<file path="src/rtl/instr_fetch_unit_if.sv">
// ---------------------------------------------------------------------------
// instr_fetch_unit_if
//
// Purpose: groups the instruction-memory read handshake used by the fetch
// unit into a single bundle.
//
// Signals:
//   imem_req   fetch unit -> memory   read request, high for the whole FETCH
//   imem_addr  fetch unit -> memory   6-bit read address, stable while req=1
//   imem_ack   memory -> fetch unit   instruction data valid this cycle
//   imem_data  memory -> fetch unit   16-bit instruction word
//
// Modports:
//   master  the fetch unit (drives req/addr, samples ack/data)
//   slave   the instruction memory (drives ack/data, samples req/addr)
// ---------------------------------------------------------------------------
interface instr_fetch_unit_if;
    logic        imem_req;
    logic [5:0]  imem_addr;
    logic        imem_ack;
    logic [15:0] imem_data;

    modport master (
        output imem_req,
        output imem_addr,
        input  imem_ack,
        input  imem_data
    );

    modport slave (
        input  imem_req,
        input  imem_addr,
        output imem_ack,
        output imem_data
    );
endinterface

</file>
<file path="src/rtl/instr_fetch_unit.sv">
// ---------------------------------------------------------------------------
// instr_fetch_unit
//
// Purpose: control sequencer for a small CPU. It fetches an instruction word
// from instruction memory at the current PC, latches it into an instruction
// register (IR), presents the decoded fields for one cycle, and then executes
// it for exactly one cycle by driving the PC-control code (PS) and the
// register-file write enable. It also supports a halt instruction (resumed
// with run) and a fetch timeout that parks the block in a terminal FAULT state.
//
// Sequence per instruction: FETCH (1+ cycles) -> DECODE (1) -> EXEC (1).
//
// Parameters:
//   HALT_OP      opcode that stops the sequencer in HALT
//   BRZ_OP       branch-if-zero opcode (uses Z during EXEC)
//   JMP_OP       jump-to-register opcode
//   ACK_TIMEOUT  FETCH cycles without imem_ack before entering FAULT
//
// Ports:
//   clk_main   in   sole clock, rising edge
//   reset      in   asynchronous, active-low reset
//   PC         in   current program counter (captured as the fetch address)
//   run        in   start from IDLE / resume from HALT
//   Z          in   datapath zero flag
//   imem       if   instruction memory handshake (master side)
//   PS         out  PC control: 00 hold, 01 increment, 10 branch, 11 jump
//   opcode     out  IR[15:12]
//   DA         out  IR[11:8]
//   SA         out  IR[7:4]
//   SB         out  IR[3:0]
//   reg_we     out  register-file write enable
//   halted     out  high while in HALT
//   fault      out  high while in FAULT
// ---------------------------------------------------------------------------
module instr_fetch_unit #(
    parameter logic [3:0] HALT_OP     = 4'hD,
    parameter logic [3:0] BRZ_OP      = 4'hE,
    parameter logic [3:0] JMP_OP      = 4'hF,
    parameter int         ACK_TIMEOUT = 15
) (
    input  logic                      clk_main,
    input  logic                      reset,
    input  logic [5:0]                PC,
    input  logic                      run,
    input  logic                      Z,
    instr_fetch_unit_if.master        imem,
    output logic [1:0]                PS,
    output logic [3:0]                opcode,
    output logic [3:0]                DA,
    output logic [3:0]                SA,
    output logic [3:0]                SB,
    output logic                      reg_we,
    output logic                      halted,
    output logic                      fault
);

    // Wide enough to hold the value ACK_TIMEOUT itself.
    localparam int CNT_W = (ACK_TIMEOUT < 2) ? 1 : $clog2(ACK_TIMEOUT + 1);

    localparam logic [1:0] PS_HOLD   = 2'b00;
    localparam logic [1:0] PS_INC    = 2'b01;
    localparam logic [1:0] PS_BRANCH = 2'b10;
    localparam logic [1:0] PS_JUMP   = 2'b11;

    typedef enum logic [2:0] {
        S_IDLE   = 3'd0,
        S_FETCH  = 3'd1,
        S_DECODE = 3'd2,
        S_EXEC   = 3'd3,
        S_HALT   = 3'd4,
        S_FAULT  = 3'd5
    } state_t;

    state_t             state_q, state_d;
    logic [15:0]        ir_q, ir_d;
    logic [CNT_W-1:0]   wait_q, wait_d;
    logic [5:0]         addr_q, addr_d;
    logic [CNT_W-1:0]   wait_inc;
    logic               enter_fetch;

    // State register, instruction register, fetch wait counter and the
    // registered fetch address. Reset is asynchronous so that imem_req
    // (decoded from the state) drops without waiting for a clock edge.
    always_ff @(posedge clk_main or negedge reset) begin
        if (!reset) begin
            state_q <= S_IDLE;
            ir_q    <= '0;
            wait_q  <= '0;
            addr_q  <= '0;
        end else begin
            state_q <= state_d;
            ir_q    <= ir_d;
            wait_q  <= wait_d;
            addr_q  <= addr_d;
        end
    end

    // Next-state and output decode. Every path that leads into FETCH only
    // raises enter_fetch; the shared block at the bottom then captures PC as
    // the fetch address and clears the wait counter, so the three entry
    // points (IDLE start, EXEC fall-through, HALT resume) behave identically.
    always_comb begin
        state_d     = state_q;
        ir_d        = ir_q;
        wait_d      = wait_q;
        addr_d      = addr_q;
        PS          = PS_HOLD;
        reg_we      = 1'b0;
        enter_fetch = 1'b0;
        wait_inc    = wait_q + CNT_W'(1);

        unique case (state_q)
            S_IDLE: begin
                if (run) begin
                    enter_fetch = 1'b1;
                end
            end

            S_FETCH: begin
                if (imem.imem_ack) begin
                    ir_d    = imem.imem_data;
                    state_d = S_DECODE;
                end else begin
                    // Count this ack-less cycle; giving up once the count
                    // reaches the limit means exactly ACK_TIMEOUT FETCH
                    // cycles are allowed before FAULT.
                    wait_d = wait_inc;
                    if (wait_inc == CNT_W'(ACK_TIMEOUT)) begin
                        state_d = S_FAULT;
                    end
                end
            end

            S_DECODE: begin
                state_d = S_EXEC;
            end

            S_EXEC: begin
                if (ir_q[15:12] == HALT_OP) begin
                    state_d = S_HALT;
                end else if (ir_q[15:12] == BRZ_OP) begin
                    PS          = Z ? PS_BRANCH : PS_INC;
                    enter_fetch = 1'b1;
                end else if (ir_q[15:12] == JMP_OP) begin
                    PS          = PS_JUMP;
                    enter_fetch = 1'b1;
                end else begin
                    PS          = PS_INC;
                    reg_we      = 1'b1;
                    enter_fetch = 1'b1;
                end
            end

            S_HALT: begin
                // Resuming steps past the halt instruction before refetching.
                if (run) begin
                    PS          = PS_INC;
                    enter_fetch = 1'b1;
                end
            end

            S_FAULT: begin
                state_d = S_FAULT;
            end

            default: begin
                state_d = S_IDLE;
            end
        endcase

        if (enter_fetch) begin
            state_d = S_FETCH;
            addr_d  = PC;
            wait_d  = '0;
        end
    end

    // The request is purely a decode of the state register, so the async
    // reset clears it immediately; the address register holds it stable.
    assign imem.imem_req  = (state_q == S_FETCH);
    assign imem.imem_addr = addr_q;

    assign opcode = ir_q[15:12];
    assign DA     = ir_q[11:8];
    assign SA     = ir_q[7:4];
    assign SB     = ir_q[3:0];

    assign halted = (state_q == S_HALT);
    assign fault  = (state_q == S_FAULT);

endmodule

</file>
<file path="src/flat_wrapper.sv">
// flat-port wrapper written by rule: the top's interface ports become plain ports
module instr_fetch_unit_flat 
#(
    parameter logic [3:0] HALT_OP     = 4'hD,
    parameter logic [3:0] BRZ_OP      = 4'hE,
    parameter logic [3:0] JMP_OP      = 4'hF,
    parameter int         ACK_TIMEOUT = 15
)
  (clk_main, reset, PC, run, Z, PS, opcode, DA, SA, SB, reg_we, halted, fault, imem_imem_req, imem_imem_addr, imem_imem_ack, imem_imem_data);
  instr_fetch_unit_if imem_i ();
  input  logic clk_main;
  input  logic reset;
  input  logic [5:0] PC;
  input  logic run;
  input  logic Z;
  output logic [1:0] PS;
  output logic [3:0] opcode;
  output logic [3:0] DA;
  output logic [3:0] SA;
  output logic [3:0] SB;
  output logic reg_we;
  output logic halted;
  output logic fault;
  output wire logic [$bits(imem_i.imem_req)-1:0] imem_imem_req;
  output wire logic [$bits(imem_i.imem_addr)-1:0] imem_imem_addr;
  input wire logic [$bits(imem_i.imem_ack)-1:0] imem_imem_ack;
  input wire logic [$bits(imem_i.imem_data)-1:0] imem_imem_data;
  assign imem_imem_req = imem_i.imem_req;
  assign imem_imem_addr = imem_i.imem_addr;
  assign imem_i.imem_ack = imem_imem_ack;
  assign imem_i.imem_data = imem_imem_data;
  instr_fetch_unit #(.HALT_OP(HALT_OP), .BRZ_OP(BRZ_OP), .JMP_OP(JMP_OP), .ACK_TIMEOUT(ACK_TIMEOUT)) u_core (.clk_main(clk_main), .reset(reset), .PC(PC), .run(run), .Z(Z), .imem(imem_i), .PS(PS), .opcode(opcode), .DA(DA), .SA(SA), .SB(SB), .reg_we(reg_we), .halted(halted), .fault(fault));
endmodule
</file>
<file path="config.mk">
export PLATFORM = sky130hd
export DESIGN_NAME = instr_fetch_unit_flat
export DESIGN_NICKNAME = d
export VERILOG_FILES = /design/src/rtl/instr_fetch_unit_if.sv /design/src/rtl/instr_fetch_unit.sv /design/src/flat_wrapper.sv
export SDC_FILE = /design/constraint.sdc
export NUM_CORES = 1
export LEC_CHECK = 0
export ABC_AREA = 1
export BUFFER_PORTS_ARGS = -buffer_cell sky130_fd_sc_hd__clkbuf_2
export CAP_MARGIN = 20
export CORE_MARGIN = 4
export CORE_UTILIZATION = 50
export DETAILED_ROUTE_END_ITERATION = 7
export GPL_ROUTABILITY_DRIVEN = 0
export PLACE_DENSITY = 0.86
export SETUP_SLACK_MARGIN = 0.1
export SLEW_MARGIN = 15
export SYNTH_ARGS = -nofsm -noshare
export SYNTH_HDL_FRONTEND = slang
export SYNTH_SLANG_ARGS = --single-unit
</file>
<file path="constraint.sdc">
create_clock -name clk_main -period 3.6 [get_ports clk_main]
set_input_delay 0.18 -clock clk_main [delete_from_list [all_inputs] [get_ports clk_main]]
set_output_delay 0.18 -clock clk_main [all_outputs]
set_load 0.02 [all_outputs]
</file>
==> metrics.yaml, run 1 <==
status:
  outcome: "completed"
synthesis:
  ys_warn_count: 0
  seq_area_frac_synth_pct: 52.8
  synth_seq_cells: 29
  synthArstFlopShare_pct: 100
  yosysTopAreaCell: "dfrtp_1"
  syn_avg_cell_area_um2: 7.99
  synthTopCellsByArea: "dfrtp_1 (53%), nand2_1 (21%), nand3_1 (6.9%)"
  synth_area_um2: 1380
  syn_nets: 201
  yosysTopAreaCellShare_pct: 52.8
  synth_edf_count: 0
  synth-main-ff-cell: "dfrtp_1"
  ys_top_cells_by_count: "nand2_1 (76), dfrtp_1 (29), nand3_1 (19), inv_1 (12), nor2_1 (10)"
  ys_types: 24
  yosysMostFrequentCell: "nand2_1"
  syn_inst: 172
cells_and_area:
  fin_nets: 259
  area_delta_synth_final_pct: 27.3
  multiInputGateArea_um2: 567
  drive_gt1_share_pct: 30.3
  fillCellCount: 218
  register_area_um2: 726
  antennaDiodeCount: 0
floorplanning:
  dieArea_um2: 3650
  io_pins: 55
  rows: 18
  die_x_um: 60.4
  initial_core_util_pct: 54.0
  dieHeight_um: 60.4
  core_um2: 2540
timing:
  setup_tns_ns: 0
  max_freq_mhz: 575
  drv_slew: 0
  slew_headroom_pct: 53.4
  finalCriticalPeriod_ns: 1.74
  hold_viol_final: 0
  tightest_slew_ns: 0.699
  clock_skew_ns: 0.0114
  setup_viol: 0
  period_share_pct: 48.3
  rsz0062_at_grt: "no"
detailed_routing:
  post-route-drc-count: 0
  dr.first_iter.drc_count: 39
  via_per_inst: 4.99
  routed_wl_um: 3250
  wire_per_inst_um: 12.5
  drt_pass1_iterations: 5
  vias: 1302
  ant_nets: 0
setup_path:
  reg2reg_from: "u_core.state_q[1]"
  worst-path-max-fanout: 18
  crit_path_max_incr_delay_ns: 0.44
  startpoint_type: "flip-flop"
  cp_data_arrival_time_ns: 1.56
  crit_slowest_cell: "dfrtp_1"
  required_ns: 3.42
  reg2reg_setup_slack_ns: 2.07
  worstRegToRegCells: 6
  endpoint: "imem_imem_req"
  crit_type: "flip-flop to output pin"
  r2r-end: "u_core.ir_q[12]"
  path_cells: "inv_1 > nand2_2 > nor2_4 > clkbuf_2"
  endpoint_kind: "output pin"
  crit_start: "u_core.state_q[1]"
clock_tree:
  h-tree-depth: 2
  root_buffer: "clkbuf_4"
  clockBufferDepth: 2
  cts_setup_buffers: 0
  cts.sinks: 29
  clkLatencyLatePin_ns: 0.33
  cts_tree: "yes"
  cts_buffers: 5
  path_clk_slew_ns: 0.10
global_routing:
  grt_start_max_net_pins: 30
  grt_use_total_pct: 20.2
  grt_pass1_vias: 1231
  grt_first_pass_wirelength_um: 5460
  grt_antenna_before_repair: 0
  grt_overflow: 0
hold_path:
  hp-start: "PC[2]"
  hp-class: "input pin to flip-flop"
placement:
  port_buffers: 54
  place_hpwl_um: 2380
power:
  power-per-cell-area_nw_per_um2: 923
  irDropWorstVdd_v: 0.000612
  leakagePower_uw: 0.00103
  power_uw: 1620
job:
  drv_cap: 0
where the power goes:
part	total (uW)	internal, uW	switching [uW]
sequential	588	472	116
combinational	754	238	516
clock	275	166	109
critical path: cells and delay by family (launching register included):
| kind | cells | cell delay, ns |
|---|---|---|
| buffers and inverters | 2 | 0.33 |
| flip-flops | 1 | 0.44 |
| AND/OR/NAND/NOR | 2 | 0.45 |
sequential cells by signal, indices dropped and copies added, names as in the netlist:
name and flops:
u_core.ir_q 16, u_core.imem.imem_addr 6, u_core.wait_q 4, u_core.state_q 3
per-layer routing:
layer	GRT usage (%)	share of wire [%]	wire [um]	vias up
met1	25.8	44	1420	594
met5	0	0	0	-
met2	32.7	48	1550	43
met4	7.12	1.9	61	0
li1	-	-	-	658
met3	6.17	6.8	221	7
area by class of cell:
class / instances / area share, %
flip-flops and latches: 29 / 41.5
multi-input cells: 125 / 32.4
repair buffers: 55 / 16.0
clock buffers: 7 / 3.15
inverters: 14 / 3.15
well taps: 30 / 2.14
clock inverters: 1 / 1.72
worst min path at each step:
stage,to,depth (start not counted),slack [ns]
after detailed placement,u_core.ir_q[9],1,0.25
after floorplan,u_core.imem.imem_addr[0],0,-0.12
after global routing,u_core.imem.imem_addr[3],3,0.07
after CTS,u_core.imem.imem_addr[2],3,0.05
final,u_core.imem.imem_addr[2],3,0.05
after global placement,u_core.ir_q[9],1,0.25
metrics by stage:
stage          utilization, %  hold slack [ns]  cells  cell area, um2  setup WS, ns
2_1_floorplan               -           -0.116    172            1380          2.31
3_3_place_gp             65.0            0.254    252            1660          2.20
3_5_place_dp             65.0            0.254    252            1660          2.12
4_1_cts                  68.8           0.0474    261            1750          1.87
5_1_grt                  68.8           0.0713    261            1750          1.75
6_report                 68.8           0.0536    261            1750          1.86
layout by cell type, fill, tap and decap left out:
cell type,instances
o2111ai_1,1
nand2_4,2
bufinv_16,1
nand2_1,76
nor2_1,10
dfrtp_1,29
dlygate4sd3_1,1
a21oi_1,5
clkbuf_2,54
clkbuf_4,5
or2_2,1
inv_1,12
o22ai_1,1
nand3_1,19
ha_1,2
nand2_2,2
nor2_4,1
inv_4,1
clkbuf_1,1
o21ai_0,1
nand3_2,1
nor3_1,1
clkbuf_8,1
inv_2,1
o21ai_1,1
nand4_1,1
cells by family (layout without fill, tap and decap cells):
kind of cell    count (synthesis)  after routing  share of synthesized area (%)
flops                          29             29                           52.8
simple gates                  114            114                           35.8
buf+inv                        18             77                           6.00
fa+ha+maj                       2              2                           1.82
compound gates                  9              9                           3.64
repair_timing:
item	4_1_cts	5_1_grt
hold buffers	1	0
gates resized for setup	0	0
hold endpoints to repair	29	0
Note: power is estimated with default switching activity, not from simulation.
==> inputs of run 2 (changes only) <==
--- a/config.mk
+++ b/config.mk
@@ -9,10 +9,10 @@
 export BUFFER_PORTS_ARGS = -buffer_cell sky130_fd_sc_hd__clkbuf_2
 export CAP_MARGIN = 20
 export CORE_MARGIN = 4
-export CORE_UTILIZATION = 50
+export CORE_UTILIZATION = 47
 export DETAILED_ROUTE_END_ITERATION = 7
 export GPL_ROUTABILITY_DRIVEN = 0
-export PLACE_DENSITY = 0.86
+export PLACE_DENSITY = 0.82
 export SETUP_SLACK_MARGIN = 0.1
 export SLEW_MARGIN = 15
 export SYNTH_ARGS = -nofsm -noshare
==> constraint.sdc (replaced) <==
create_clock -name clk_main -period 1.65 [get_ports clk_main]
set_input_delay 0.0825 -clock clk_main [delete_from_list [all_inputs] [get_ports clk_main]]
set_output_delay 0.0825 -clock clk_main [all_outputs]
set_load 0.02 [all_outputs]
==> run 2 against run 1 <==
Compared with the run above:
- combinational power up 150%
- final cell count up 10%
- setup slack worse by 1.7 ns
- sequential share of layout area down 5.2 points
- flip-flop and latch count unchanged
- core utilization up 3.4 points
==> metrics.yaml, run 2 (synthesis gave the netlist of run 1 again) <==
status:
  outcome: "completed"
setup_path:
  required_ns: 1.57
  endpoint_kind: "output pin"
  crit_type: "flip-flop to output pin"
  startpoint_type: "flip-flop"
  cp_data_arrival_time_ns: 1.40
  worst-path-max-fanout: 13
floorplanning:
  io_pins: 55
  dieHeight_um: 62.1
  core_um2: 2780
  rows: 19
  die_x_um: 62.1
  dieArea_um2: 3860
  initial_core_util_pct: 49.4
cells_and_area:
  antennaDiodeCount: 0
  area_delta_synth_final_pct: 46.0
  final_common_cell: "nand2_1"
  largest_register_ff_count: 16
  fillCellCount: 194
  drive_gt1_share_pct: 30.7
  final_area_um2: 2010
  fin_util_pct: 72.2
  regMostFlops: "u_core.ir_q"
  fin_nets: 285
  fin_cells: 288
  final_cell_mix: "nand2_1 (76), clkbuf_2 (52), dfrtp_1 (27), dlygate4sd3_1 (23), nand3_1 (19)"
timing:
  setup_tns_ns: 0
  drv_slew: 0
  period_share_pct: 89.7
  clock_skew_ns: 0.00591
  rsz0062_at_grt: "yes"
  tightest_slew_ns: 0.701
  slew_headroom_pct: 53.3
  max_freq_mhz: 675
  setup_viol: 0
  finalCriticalPeriod_ns: 1.48
  hold_viol_final: 0
hold_path:
  hp-class: "input pin to flip-flop"
clock_tree:
  clkLatencyLatePin_ns: 0.31
  clockBufferDepth: 2
  h-tree-depth: 2
  cts_tree: "yes"
  cts.sinks: 29
  cts_buffers: 5
  path_clk_slew_ns: 0.09
  root_buffer: "clkbuf_4"
power:
  power-per-cell-area_nw_per_um2: 1810
  irDropWorstVdd_v: 0.00134
  leakagePower_uw: 0.00114
global_routing:
  grt_use_total_pct: 23.4
  grt_overflow: 0
  grt_antenna_before_repair: 0
  grt_pass1_vias: 1448
  grt_start_max_net_pins: 30
  grt_first_pass_wirelength_um: 6500
detailed_routing:
  ant_nets: 0
  routed_wl_um: 3960
  wire_per_inst_um: 13.8
  post-route-drc-count: 0
  dr.first_iter.drc_count: 72
  vias: 1475
  highest_layer: "met4"
  via_per_inst: 5.12
  met3_wirelength_um: 325
  drt_pass1_iterations: 4
  met2_length_um: 2090
  wl_met1_um: 1460
job:
  drv_cap: 0
placement:
  port_buffers: 54
  place_hpwl_um: 2280
  dpl_cell_area_um2: 1670
  dp_cells: 255
-- run 2: timing repair --
item	4_1_cts	5_1_grt
gates resized for setup	1	9
endpoints found under the hold margin	51	0
endpoints found under the setup margin	1	4
hold buffers	23	0
buffers inserted	1	1
pin swaps	1	1
-- run 2: where the power goes --
group,internal [uW],switching [uW]
combinational,642,1220
sequential,1030,253
clock,247,237
-- run 2: area by class of cell --
cell class	count	area, um2	share of cell area [%]
tap	31	38.8	1.93
clock buffer	7	65.1	3.24
timing repair buffer	81	543	27.1
inverter	14	55.1	2.74
multi-input combinational	125	572	28.5
sequential	29	728	36.3
clock inverter	1	5.00	0.249
-- run 2: path summary, 6_finish.rpt --
| path | startpoint | to | slack (ns) | cells past startpoint |
|---|---|---|---|---|
| min reg2reg | u_core.imem.imem_addr[4] | u_core.imem.imem_addr[4] | 0.48 | 2 |
| max | u_core.state_q[1] | imem_imem_req | 0.17 | 5 |
| min | imem_imem_ack | u_core.wait_q[2] | 0.18 | 4 |
| max reg2reg | u_core.ir_q[15] | u_core.wait_q[3] | 0.26 | 8 |
| max in group asynchronous | reset | u_core.state_q[1] | 0.81 | 2 |
| min in group asynchronous | reset | u_core.ir_q[3] | 0.36 | 2 |
-- run 2: critical path, stage by stage (launching register included) --
cell and delay [ns]:
dfrtp_2 0.45, inv_1 0.09, nand2_2 0.09, nor2_4 0.14, buf_8 0.16, buf_4 0.15
-- run 2: per-layer routing --
metal,global-route usage [%],vias to the layer above
met1,26.7,685
met5,0,-
li1,-,708
met2,41.1,68
met4,9.70,0
met3,6.40,14
-- run 2: stage by stage --
stage / worst slack (ns) / total power, uW / hold slack (ns)
finish: 0.170 / 3630 / 0.178
global route: 0.0801 / 3910 / 0.176
CTS: 0.105 / 3520 / 0.130
detailed placement: 0.364 / 2950 / 0.164
global placement: 0.375 / 2910 / 0.157
floorplan: 0.458 / 2410 / -0.213
